`src/rtl/uart_pkg.sv`:
```
// Shared definitions for the UART transmit scheduler: the FSM state encoding,
// the default bit period and the idle line level.
package uart_pkg;

    // Serializer states. PARITY is reached only when UART_TX_PARITY_EN is defined.
    typedef enum logic [2:0] {
        ST_IDLE   = 3'd0,
        ST_START  = 3'd1,
        ST_DATA   = 3'd2,
        ST_PARITY = 3'd3,
        ST_STOP   = 3'd4
    } uart_state_t;

    // Default number of sample_tick pulses per bit (16x oversampling).
    localparam int UART_TICKS_PER_BIT = 16;

    // Level of the tx line when no frame is in flight (mark).
    localparam logic UART_LINE_IDLE = 1'b1;

endpackage

```
`src/rtl/rr_arbiter.sv`:
```
// Combinational round-robin pick. The search starts at last_grant+1 and wraps
// modulo NUM_REQ, so the most recently served requester has lowest priority.
module rr_arbiter #(
    parameter int NUM_REQ = 4,
    parameter int IDX_W   = $clog2(NUM_REQ)
) (
    input  logic [NUM_REQ-1:0] req,
    input  logic [IDX_W-1:0]   last_grant,
    output logic [NUM_REQ-1:0] grant,
    output logic [IDX_W-1:0]   grant_idx
);

    localparam int SUM_W = IDX_W + 1;

    // w_cand[k] is the requester index examined at search position k.
    logic [IDX_W-1:0] w_cand [NUM_REQ];
    logic             w_found;

    genvar gi;
    generate
        for (gi = 0; gi < NUM_REQ; gi++) begin : g_cand
            logic [SUM_W-1:0] w_sum;
            assign w_sum = {1'b0, last_grant} + SUM_W'(gi + 1);
            // One conditional subtract is enough: the sum never reaches 2*NUM_REQ.
            assign w_cand[gi] = (w_sum >= SUM_W'(NUM_REQ)) ?
                                IDX_W'(w_sum - SUM_W'(NUM_REQ)) : w_sum[IDX_W-1:0];
        end
    endgenerate

    // Take the first asserted request in search order.
    always_comb begin
        grant     = '0;
        grant_idx = '0;
        w_found   = 1'b0;
        for (int k = 0; k < NUM_REQ; k++) begin
            if (!w_found && req[w_cand[k]]) begin
                w_found           = 1'b1;
                grant_idx         = w_cand[k];
                grant[w_cand[k]]  = 1'b1;
            end
        end
    end

endmodule

```
`src/rtl/uart_tx_scheduler.sv`:
```
// Round-robin scheduler sharing one UART tx line among NUM_REQ byte sources.
// Frames are start / DATA_W data bits (LSB first) / stop; bit timing comes from
// sample_tick. Define UART_TX_PARITY_EN to insert an even-parity bit before stop.
module uart_tx_scheduler
    import uart_pkg::*;
#(
    parameter int NUM_REQ       = 4,
    parameter int DATA_W        = 8,
    parameter int TICKS_PER_BIT = UART_TICKS_PER_BIT
) (
    input  logic                       clk,
    input  logic                       reset,
    input  logic                       sample_tick,
    input  logic [NUM_REQ-1:0]         req_valid,
    input  logic [NUM_REQ*DATA_W-1:0]  req_data,
    output logic [NUM_REQ-1:0]         req_ready,
    output logic                       tx,
    output logic                       busy,
    output logic [$clog2(NUM_REQ)-1:0] grant_id
);

    localparam int IDX_W  = $clog2(NUM_REQ);
    localparam int TICK_W = (TICKS_PER_BIT > 1) ? $clog2(TICKS_PER_BIT) : 1;
    localparam int BIT_W  = (DATA_W > 1) ? $clog2(DATA_W) : 1;
    localparam logic [TICK_W-1:0] TICK_LAST = TICK_W'(TICKS_PER_BIT - 1);
    localparam logic [BIT_W-1:0]  BIT_LAST  = BIT_W'(DATA_W - 1);

    uart_state_t         r_state, w_state_next;
    logic [TICK_W-1:0]   r_tick_cnt, w_tick_next;
    logic [BIT_W-1:0]    r_bit_cnt, w_bit_next;
    logic [DATA_W-1:0]   r_shift, w_shift_next;
    logic                r_tx, w_tx_next;
    logic                r_busy, w_busy_next;
    logic [IDX_W-1:0]    r_grant_id, w_grant_id_next;
    logic [IDX_W-1:0]    r_last_grant, w_last_grant_next;
`ifdef UART_TX_PARITY_EN
    logic                r_parity, w_parity_next;
`endif

    logic [DATA_W-1:0]   w_req_bytes [NUM_REQ];
    logic [DATA_W-1:0]   w_grant_byte;
    logic [NUM_REQ-1:0]  w_arb_grant;
    logic [IDX_W-1:0]    w_arb_idx;
    logic                w_bit_done;

    genvar gi;
    generate
        for (gi = 0; gi < NUM_REQ; gi++) begin : g_unpack
            assign w_req_bytes[gi] = req_data[gi*DATA_W +: DATA_W];
        end
    endgenerate

    rr_arbiter #(
        .NUM_REQ (NUM_REQ),
        .IDX_W   (IDX_W)
    ) u_arb (
        .req        (req_valid),
        .last_grant (r_last_grant),
        .grant      (w_arb_grant),
        .grant_idx  (w_arb_idx)
    );

    assign w_grant_byte = w_req_bytes[w_arb_idx];
    assign w_bit_done   = sample_tick && (r_tick_cnt == TICK_LAST);

    // Handshake is offered only while idle and never while reset is held,
    // so no byte can be accepted that the reset would then discard.
    assign req_ready = (r_state == ST_IDLE && !reset) ? w_arb_grant : '0;
    assign tx        = r_tx;
    assign busy      = r_busy;
    assign grant_id  = r_grant_id;

    // Next-state, counter and line-level logic for the serializer.
    always_comb begin
        w_state_next      = r_state;
        w_tick_next       = r_tick_cnt;
        w_bit_next        = r_bit_cnt;
        w_shift_next      = r_shift;
        w_grant_id_next   = r_grant_id;
        w_last_grant_next = r_last_grant;
        w_tx_next         = UART_LINE_IDLE;
`ifdef UART_TX_PARITY_EN
        w_parity_next     = r_parity;
`endif
        case (r_state)
            ST_IDLE: begin
                // A tick arriving in the grant cycle is deliberately dropped.
                w_tick_next = '0;
                w_bit_next  = '0;
                if (|req_valid) begin
                    w_state_next      = ST_START;
                    w_shift_next      = w_grant_byte;
                    w_grant_id_next   = w_arb_idx;
                    w_last_grant_next = w_arb_idx;
`ifdef UART_TX_PARITY_EN
                    w_parity_next     = ^w_grant_byte;
`endif
                end
            end
            default: begin
                // All in-frame states share the same bit timer.
                if (sample_tick) begin
                    w_tick_next = w_bit_done ? '0 : r_tick_cnt + 1'b1;
                end
                if (w_bit_done) begin
                    case (r_state)
                        ST_START: w_state_next = ST_DATA;
                        ST_DATA: begin
                            if (r_bit_cnt == BIT_LAST) begin
                                w_bit_next = '0;
`ifdef UART_TX_PARITY_EN
                                w_state_next = ST_PARITY;
`else
                                w_state_next = ST_STOP;
`endif
                            end else begin
                                w_bit_next   = r_bit_cnt + 1'b1;
                                w_shift_next = r_shift >> 1;
                            end
                        end
`ifdef UART_TX_PARITY_EN
                        ST_PARITY: w_state_next = ST_STOP;
`endif
                        default: w_state_next = ST_IDLE;
                    endcase
                end
            end
        endcase

        // tx is registered: drive the level belonging to the state being entered.
        case (w_state_next)
            ST_START:  w_tx_next = 1'b0;
            ST_DATA:   w_tx_next = w_shift_next[0];
`ifdef UART_TX_PARITY_EN
            ST_PARITY: w_tx_next = w_parity_next;
`endif
            default:   w_tx_next = UART_LINE_IDLE;
        endcase

        w_busy_next = (w_state_next != ST_IDLE);
    end

    // FSM state register.
    always_ff @(posedge clk) begin
        if (reset) begin
            r_state <= ST_IDLE;
        end else begin
            r_state <= w_state_next;
        end
    end

    // Counters, held byte, grant bookkeeping and registered outputs.
    always_ff @(posedge clk) begin
        if (reset) begin
            r_tick_cnt   <= '0;
            r_bit_cnt    <= '0;
            r_shift      <= '0;
            r_tx         <= UART_LINE_IDLE;
            r_busy       <= 1'b0;
            r_grant_id   <= '0;
            r_last_grant <= IDX_W'(NUM_REQ - 1);
`ifdef UART_TX_PARITY_EN
            r_parity     <= 1'b0;
`endif
        end else begin
            r_tick_cnt   <= w_tick_next;
            r_bit_cnt    <= w_bit_next;
            r_shift      <= w_shift_next;
            r_tx         <= w_tx_next;
            r_busy       <= w_busy_next;
            r_grant_id   <= w_grant_id_next;
            r_last_grant <= w_last_grant_next;
`ifdef UART_TX_PARITY_EN
            r_parity     <= w_parity_next;
`endif
        end
    end

endmodule

```
`config.mk`:
```
export PLATFORM = sky130hd
export DESIGN_NAME = uart_tx_scheduler
export DESIGN_NICKNAME = d
export VERILOG_FILES = /design/src/rtl/uart_pkg.sv /design/src/rtl/rr_arbiter.sv /design/src/rtl/uart_tx_scheduler.sv
export SDC_FILE = /design/constraint.sdc
export NUM_CORES = 1
export LEC_CHECK = 0
export CORE_MARGIN = 10
export CORE_UTILIZATION = 39
export CTS_BUF_LIST = sky130_fd_sc_hd__clkbuf_8
export DETAILED_ROUTE_END_ITERATION = 6
export PLACE_DENSITY = 0.76
export SLEW_MARGIN = 40
export SYNTH_ARGS = -nofsm -noshare
export SYNTH_HDL_FRONTEND = slang
export SYNTH_SLANG_ARGS = --single-unit
```
`constraint.sdc`:
```
create_clock -name clk -period 7.15 [get_ports clk]
set_clock_uncertainty 0.2 [all_clocks]
set_input_delay 1.43 -clock clk [delete_from_list [all_inputs] [get_ports clk]]
set_output_delay 1.43 -clock clk [all_outputs]
set_load 0.1 [all_outputs]
```
==> results.sh, run 1 <==
export IMPL_synth_top_family_by_area="simple AND/OR/NAND/NOR gates"
export IMPL_io_pins=47
export IMPL_cp_slowest_cell="mux4_2"
export IMPL_postCtsHoldBufs=0
export IMPL_syn2layout_area_growth_pct=26.39
export IMPL_cp_top_family="buffers and inverters"
export IMPL_p_switching_uw=195.3
export IMPL_syn_area_um2=1863
export IMPL_holdWs_ns=0.2657
export IMPL_r2r_start="r_last_grant[0]"
export IMPL_post_cts_buffers=0
export IMPL_gp_congestion=0.8609
export IMPL_critical_path_peak_fanout=13
export IMPL_final_max_slew_viol_count=0
export IMPL_worstSetupPathType="input port to output pin"
export IMPL_p_int_uw=315.1
export IMPL_clk_latency_ns=0.27
export IMPL_endpoint_kind="output pin"
export IMPL_die_w_um=89.12
export IMPL_postSynthNetCount=278
export IMPL_grt_first_pass_wirelength_um=7838
export IMPL_wl_per_cell_um=15.28
export IMPL_cts_sinks=24
export IMPL_tightest_slew_ns=0.7359
export IMPL_synth_compound_area_share_pct=16.99
export IMPL_hold_class="flop to flop"
export IMPL_synth_seq_cells=24
export IMPL_path_buf_inv=2
export IMPL_power_density_nw_per_um2=216.7
export IMPL_antennaDiodeCount=0
export IMPL_ir_worst_vdd_mv=0.1055
export IMPL_place_hpwl_um=3618
export IMPL_path_clk_slew_ns=0.08
export IMPL_grt_use_total_pct=11.97
export IMPL_finalNetCount=313
export IMPL_syn_inst=228
export IMPL_yosys_area_share_simple_pct=26.39
export IMPL_cts_buffer_depth=2
export IMPL_cp_required_ns=5.52
export IMPL_syn_avg_cell_area_um2=8.171
export IMPL_slowest_delay_ns=0.61
export IMPL_hold_violations=0
export IMPL_core_area_um2=4661
export IMPL_die_area_um2=7941
export IMPL_cp_data_arrival_time_ns=3.61
export IMPL_seqPwrFrac_pct=33.0
export IMPL_synth_edf_count=0
export IMPL_drt_pass1_iter_count=4
export IMPL_worstPathCellList="clkdlybuf4s50_1 > mux4_2 > nor2b_1 > a22oi_1 > nor2_1 > a221oi_1 > nor2_1 > buf_4"
export IMPL_switching_share_pct=38.27
export IMPL_io_buffers=46
export IMPL_fmax_mhz=190.8
export IMPL_die_h_um=89.12
export IMPL_outcome="complete, no violations"
export IMPL_wirelength_um=4830
export IMPL_critPathLaunch="req_valid[1]"
export IMPL_antenna_found_initial=0
export IMPL_drc=0
export IMPL_ctsResizeCount=0
export IMPL_vias=1800
export IMPL_synthMuxAreaShare_pct=17.33
export IMPL_tritoncts="built"
export IMPL_grt_overflow_total=0
export IMPL_cts_root_buf="clkbuf_8"
export IMPL_p_leak_nw=0.8866
export IMPL_synth_cell_types=45
export IMPL_synth_warnings=0
export IMPL_rows=25
export IMPL_yosysSeqAreaShare_pct=25.79
export IMPL_setup_viol=0
export IMPL_fillers=453
export IMPL_period_share_pct=73.30
export IMPL_p_clk_share_pct=23.7
export IMPL_synth_adder_area_share_pct=7.388
export IMPL_initial_core_util_pct=39.97
export IMPL_grt_pass1_vias=1704
export IMPL_synthXorXnorAreaFrac_pct=0.4701
export IMPL_cp_start_kind="input port"
export IMPL_setup_tns_ns=0
export IMPL_cts_htree_levels=1
export IMPL_drt_initial_drc_count=121
export IMPL_vias_per_cell=5.696
export IMPL_drive_above_1_share_pct=12.60
export IMPL_final_common_cell="clkdlybuf4s50_1"
export IMPL_cts_buffers_inserted=3
export IMPL_grt_max_degree=20
export IMPL_comb_power_share_pct=43.3
export IMPL_max_slew_margin_pct=50.94
export IMPL_finalCriticalPeriod_ns=5.241
export IMPL_ant_nets=0
export IMPL_hold_start="grant_id[1]"
export IMPL_crit_path_frequent_cell="nor2_1"
export IMPL_async_flop_share_pct=0
export IMPL_synth_flop_cell="dfxtp_1"
export IMPL_rsz0062_at_grt="no"
export IMPL_final_cell_mix="clkdlybuf4s50_1, nand2_1, dfxtp_1"
export IMPL_drv_cap=0
## flip-flops by register name (all words and copies together), names as in the netlist
name	count
r_shift	8
r_last_grant	2
r_tick_cnt	4
grant_id	2
r_state	3
r_bit_cnt	3
busy	1
tx	1
## worst reg2reg max path, delay by kind of cell, from the launching register on
kind / cells / cell delay (ns)
DFF: 1 / 0.78
muxes: 1 / 0.34
and+or+nand+nor: 4 / 1.13
AOI/OAI and AO/OA: 1 / 0.27
buffers and inverters: 1 / 0.22
adders and majority gates: 1 / 0.43
## power by group through the flow
stage,Clock (mW),Combinational [mW],Sequential (mW)
floorplan,0,0.162,0.182
global placement,0,0.221,0.171
detailed placement,0,0.220,0.171
CTS,0.124,0.221,0.168
global route,0.127,0.240,0.171
finish,0.121,0.221,0.169
## stage by stage
stage	total power [mW]	util [%]	cells	worst slack, ns	cell area (µm²)
final	0.5103	50.52	316	1.909	2355
after global placement	0.3916	49.23	312	1.985	2295
after CTS	0.5129	50.39	316	1.917	2349
after floorplan	0.3444	-	228	1.685	1863
after detailed placement	0.3916	48.86	312	1.916	2277
after global routing	0.5385	50.52	316	1.742	2355
## layer usage
layer	share of wire, %	GRT usage (%)	routed length (µm)
met2	45	19.60	2154
met4	1.3	4.046	65
met5	0	0	0
met3	8.1	3.373	389
met1	46	14.64	2220
## cell type report
class / count / area, µm² / area share, %
Inverter: 5 / 18.77 / 0.7970
Tap cell: 54 / 67.56 / 2.869
Multi-Input combinational cell: 183 / 1286 / 54.62
Clock buffer: 3 / 41.29 / 1.753
Sequential cell: 24 / 480.5 / 20.40
Clock inverter: 1 / 30.03 / 1.275
Timing Repair Buffer: 46 / 430.4 / 18.28
## cell usage after synthesis (2+ instances only)
cell type / number / share of area (%)
nand2_1: 32 / 6.4
dfxtp_1: 24 / 26
nor2_1: 22 / 4.4
nand4_1: 15 / 5.0
mux2_2: 12 / 7.3
mux2i_1: 12 / 6.4
ha_1: 11 / 7.4
nand3_1: 10 / 2.7
a21oi_1: 9 / 2.4
o211ai_1: 8 / 3.2
o21ai_0: 8 / 2.1
clkbuf_1: 7 / 1.4
buf_2: 6 / 1.6
a221oi_1: 5 / 2.4
a22oi_1: 5 / 2.0
inv_1: 5 / 1.0
mux4_2: 3 / 3.6
nor3_1: 3 / 0.81
buf_4: 2 / 0.81
nand3b_1: 2 / 0.81
o22ai_1: 2 / 0.67
or3_1: 2 / 0.67
## path summary, 6_finish.rpt
check / endpoint / slack, ns / cells past startpoint
max: req_ready[2] / 1.91 / 8
min: grant_id[1] / 0.27 / 2
max reg2reg: r_shift[1] / 3.69 / 8
min reg2reg: grant_id[1] / 0.27 / 2
## kinds of logic (layout without fill, tap and decap cells)
| logic type | count (synthesis) | after routing |
|---|---|---|
| mux | 27 | 27 |
| xor+xnor | 1 | 1 |
| simple gates | 100 | 100 |
| compound gates | 44 | 44 |
| flops | 24 | 24 |
| fa+ha+maj | 11 | 11 |
| buf+inv | 21 | 55 |
No activity file was read; power rests on OpenSTA's default activity.
==> run 2: changes to the inputs <==
clock period = 5.05 ns   (was 7.15 ns; I/O delays follow)
==> results.sh, run 2 (synthesized netlist as in run 1, its figures left out) <==
export IMPL_outcome="complete, no violations"
export IMPL_final_common_cell="clkdlybuf4s50_1"
export IMPL_drc=0
export IMPL_cp_slowest_cell="mux4_2"
export IMPL_worstPathCellList="clkdlybuf4s50_1 > mux4_2 > nor2b_1 > a22oi_1 > nor2_1 > a221oi_1 > nor2_1 > buf_12"
export IMPL_hold_start="grant_id[1]"
export IMPL_place_hpwl_um=3606
export IMPL_postCtsHoldBufs=0
export IMPL_holdPathEnd="grant_id[1]"
export IMPL_layout_cells_non_filler=316
export IMPL_regMostFlops="r_shift"
export IMPL_finalNetCount=313
export IMPL_top_regs="r_shift (8), r_tick_cnt (4)"
export IMPL_fmax_mhz=225.2
export IMPL_period_share_pct=87.92
export IMPL_cts_buffer_depth=2
export IMPL_io_pins=47
export IMPL_placed_cell_area_um2=2325
export IMPL_p_leak_nw=0.8983
export IMPL_initial_core_util_pct=39.97
export IMPL_vias=1776
export IMPL_finalWorstSetupSlack_ns=0.6101
export IMPL_path_buf_inv=2
export IMPL_cp_required_ns=3.84
export IMPL_cts_root_buf="clkbuf_8"
export IMPL_fillers=436
export IMPL_r2r_setup_slack_ns=1.62
export IMPL_grt_max_degree=20
export IMPL_reg2reg_depth=8
export IMPL_gp_congestion=0.8282
export IMPL_cts_buffers_inserted=3
export IMPL_power_density_nw_per_um2=304.6
export IMPL_core_area_um2=4661
export IMPL_critPathLaunch="req_valid[1]"
export IMPL_drive_above_1_share_pct=12.60
export IMPL_p_int_uw=455.6
export IMPL_antenna_found_initial=0
export IMPL_grt_util_met3_pct=3.555
export IMPL_seqPwrFrac_pct=32.6
export IMPL_grt_use_total_pct=12.03
export IMPL_dp_slack_ns=0.6233
export IMPL_vias_per_cell=5.620
export IMPL_drt_initial_drc_count=145
export IMPL_cp_data_arrival_time_ns=3.23
export IMPL_critical_path_peak_fanout=13
export IMPL_ir_worst_vdd_mv=0.1437
export IMPL_fin_area_um2=2405
export IMPL_ctsResizeCount=0
export IMPL_drt_pass1_iter_count=4
export IMPL_grt_util_met2_pct=19.14
export IMPL_cp_start_kind="input port"
export IMPL_grt_first_pass_wirelength_um=7893
export IMPL_r2r_end="r_shift[1]"
export IMPL_max_slew_margin_pct=50.23
export IMPL_ant_nets=0
export IMPL_grt_pass1_vias=1680
export IMPL_setup_tns_ns=0
export IMPL_wl_per_cell_um=15.04
export IMPL_antennaDiodeCount=0
export IMPL_p_switching_uw=277.0
export IMPL_tightest_slew_ns=0.7466
export IMPL_io_buffers=46
export IMPL_cp_top_family="buffers and inverters"
export IMPL_hold_violations=0
export IMPL_die_w_um=89.12
export IMPL_dpl_cell_count=312
export IMPL_worstSetupPathType="input port to output pin"
export IMPL_hold_depth=2
export IMPL_largest_reg_flops=8
export IMPL_rows=25
export IMPL_post_cts_buffers=0
export IMPL_switching_share_pct=37.81
export IMPL_path_clk_slew_ns=0.09
export IMPL_die_h_um=89.12
export IMPL_endpoint_kind="output pin"
export IMPL_clk_latency_ns=0.27
export IMPL_tritoncts="built"
export IMPL_met1_usage_pct=15.66
export IMPL_p_clk_share_pct=23.2
export IMPL_cts_sinks=24
export IMPL_syn2layout_area_growth_pct=29.08
export IMPL_comb_power_share_pct=44.2
export IMPL_wirelength_um=4754
export IMPL_crit_path_frequent_cell="nor2_1"
export IMPL_final_max_slew_viol_count=0
export IMPL_rsz0062_at_grt="no"
export IMPL_busiest_layer="met2"
export IMPL_r2r_start="r_last_grant[0]"
export IMPL_grt_overflow_total=0
export IMPL_finalCriticalPeriod_ns=4.440
export IMPL_final_cell_mix="clkdlybuf4s50_1, nand2_1, dfxtp_1"
export IMPL_hold_class="flop to flop"
export IMPL_setup_viol=0
export IMPL_die_area_um2=7941
export IMPL_drv_cap=0
export IMPL_slowest_delay_ns=0.62
export IMPL_post_route_util_pct=51.60
export IMPL_cts_htree_levels=1
## run 2: how the worst max path moves through the flow
stage | end | slack [ns] | cells past startpoint
final | req_ready[1] | 0.61 | 8
after global routing | req_ready[0] | 0.42 | 8
after CTS | req_ready[1] | 0.62 | 8
after detailed placement | req_ready[1] | 0.62 | 8
after global placement | req_ready[3] | 0.73 | 7
after floorplan | req_ready[0] | 0.43 | 6
## run 2: power groups by stage
| stage | combinational, mW | sequential (mW) | clock, mW |
|---|---|---|---|
| 4_1_cts | 0.324 | 0.238 | 0.172 |
| 3_5_place_dp | 0.323 | 0.243 | 0 |
| 3_3_place_gp | 0.323 | 0.242 | 0 |
| 6_report | 0.324 | 0.239 | 0.170 |
| 2_1_floorplan | 0.230 | 0.258 | 0 |
| 5_1_grt | 0.354 | 0.242 | 0.181 |
## run 2: layout make-up
class	count	area, µm²	share of cell area (%)
multi-input cells	183	1286	53.49
flip-flops and latches	24	480.5	19.98
repair buffers	46	480.5	19.98
well taps	54	67.56	2.810
clock buffers	3	41.29	1.717
clock inverters	1	30.03	1.249
inverters	5	18.77	0.7804
## run 2: worst register-to-register path: stages, from the launching register on
cell and delay [ns]:
dfxtp_1 0.79, inv_1 0.22, ha_1 0.43, mux4_2 0.35, nor2b_1 0.20, or3_1 0.57, nand2_1 0.13, nand2_1 0.20
o211ai_1 0.26
## run 2: metrics by stage
stage	hold WS [ns]	total power, mW
CTS	0.2638	0.7339
global route	0.2976	0.7773
detailed placement	0.2513	0.5655
finish	0.2656	0.7326
global placement	0.2505	0.5647
floorplan	0.2498	0.4876
## run 2: routing by layer
layer / up-vias / part of all wire (%)
li1: 917 / -
met1: 817 / 48
met2: 37 / 45
met3: 5 / 6.2
met4: 0 / 0.67
met5: - / 0
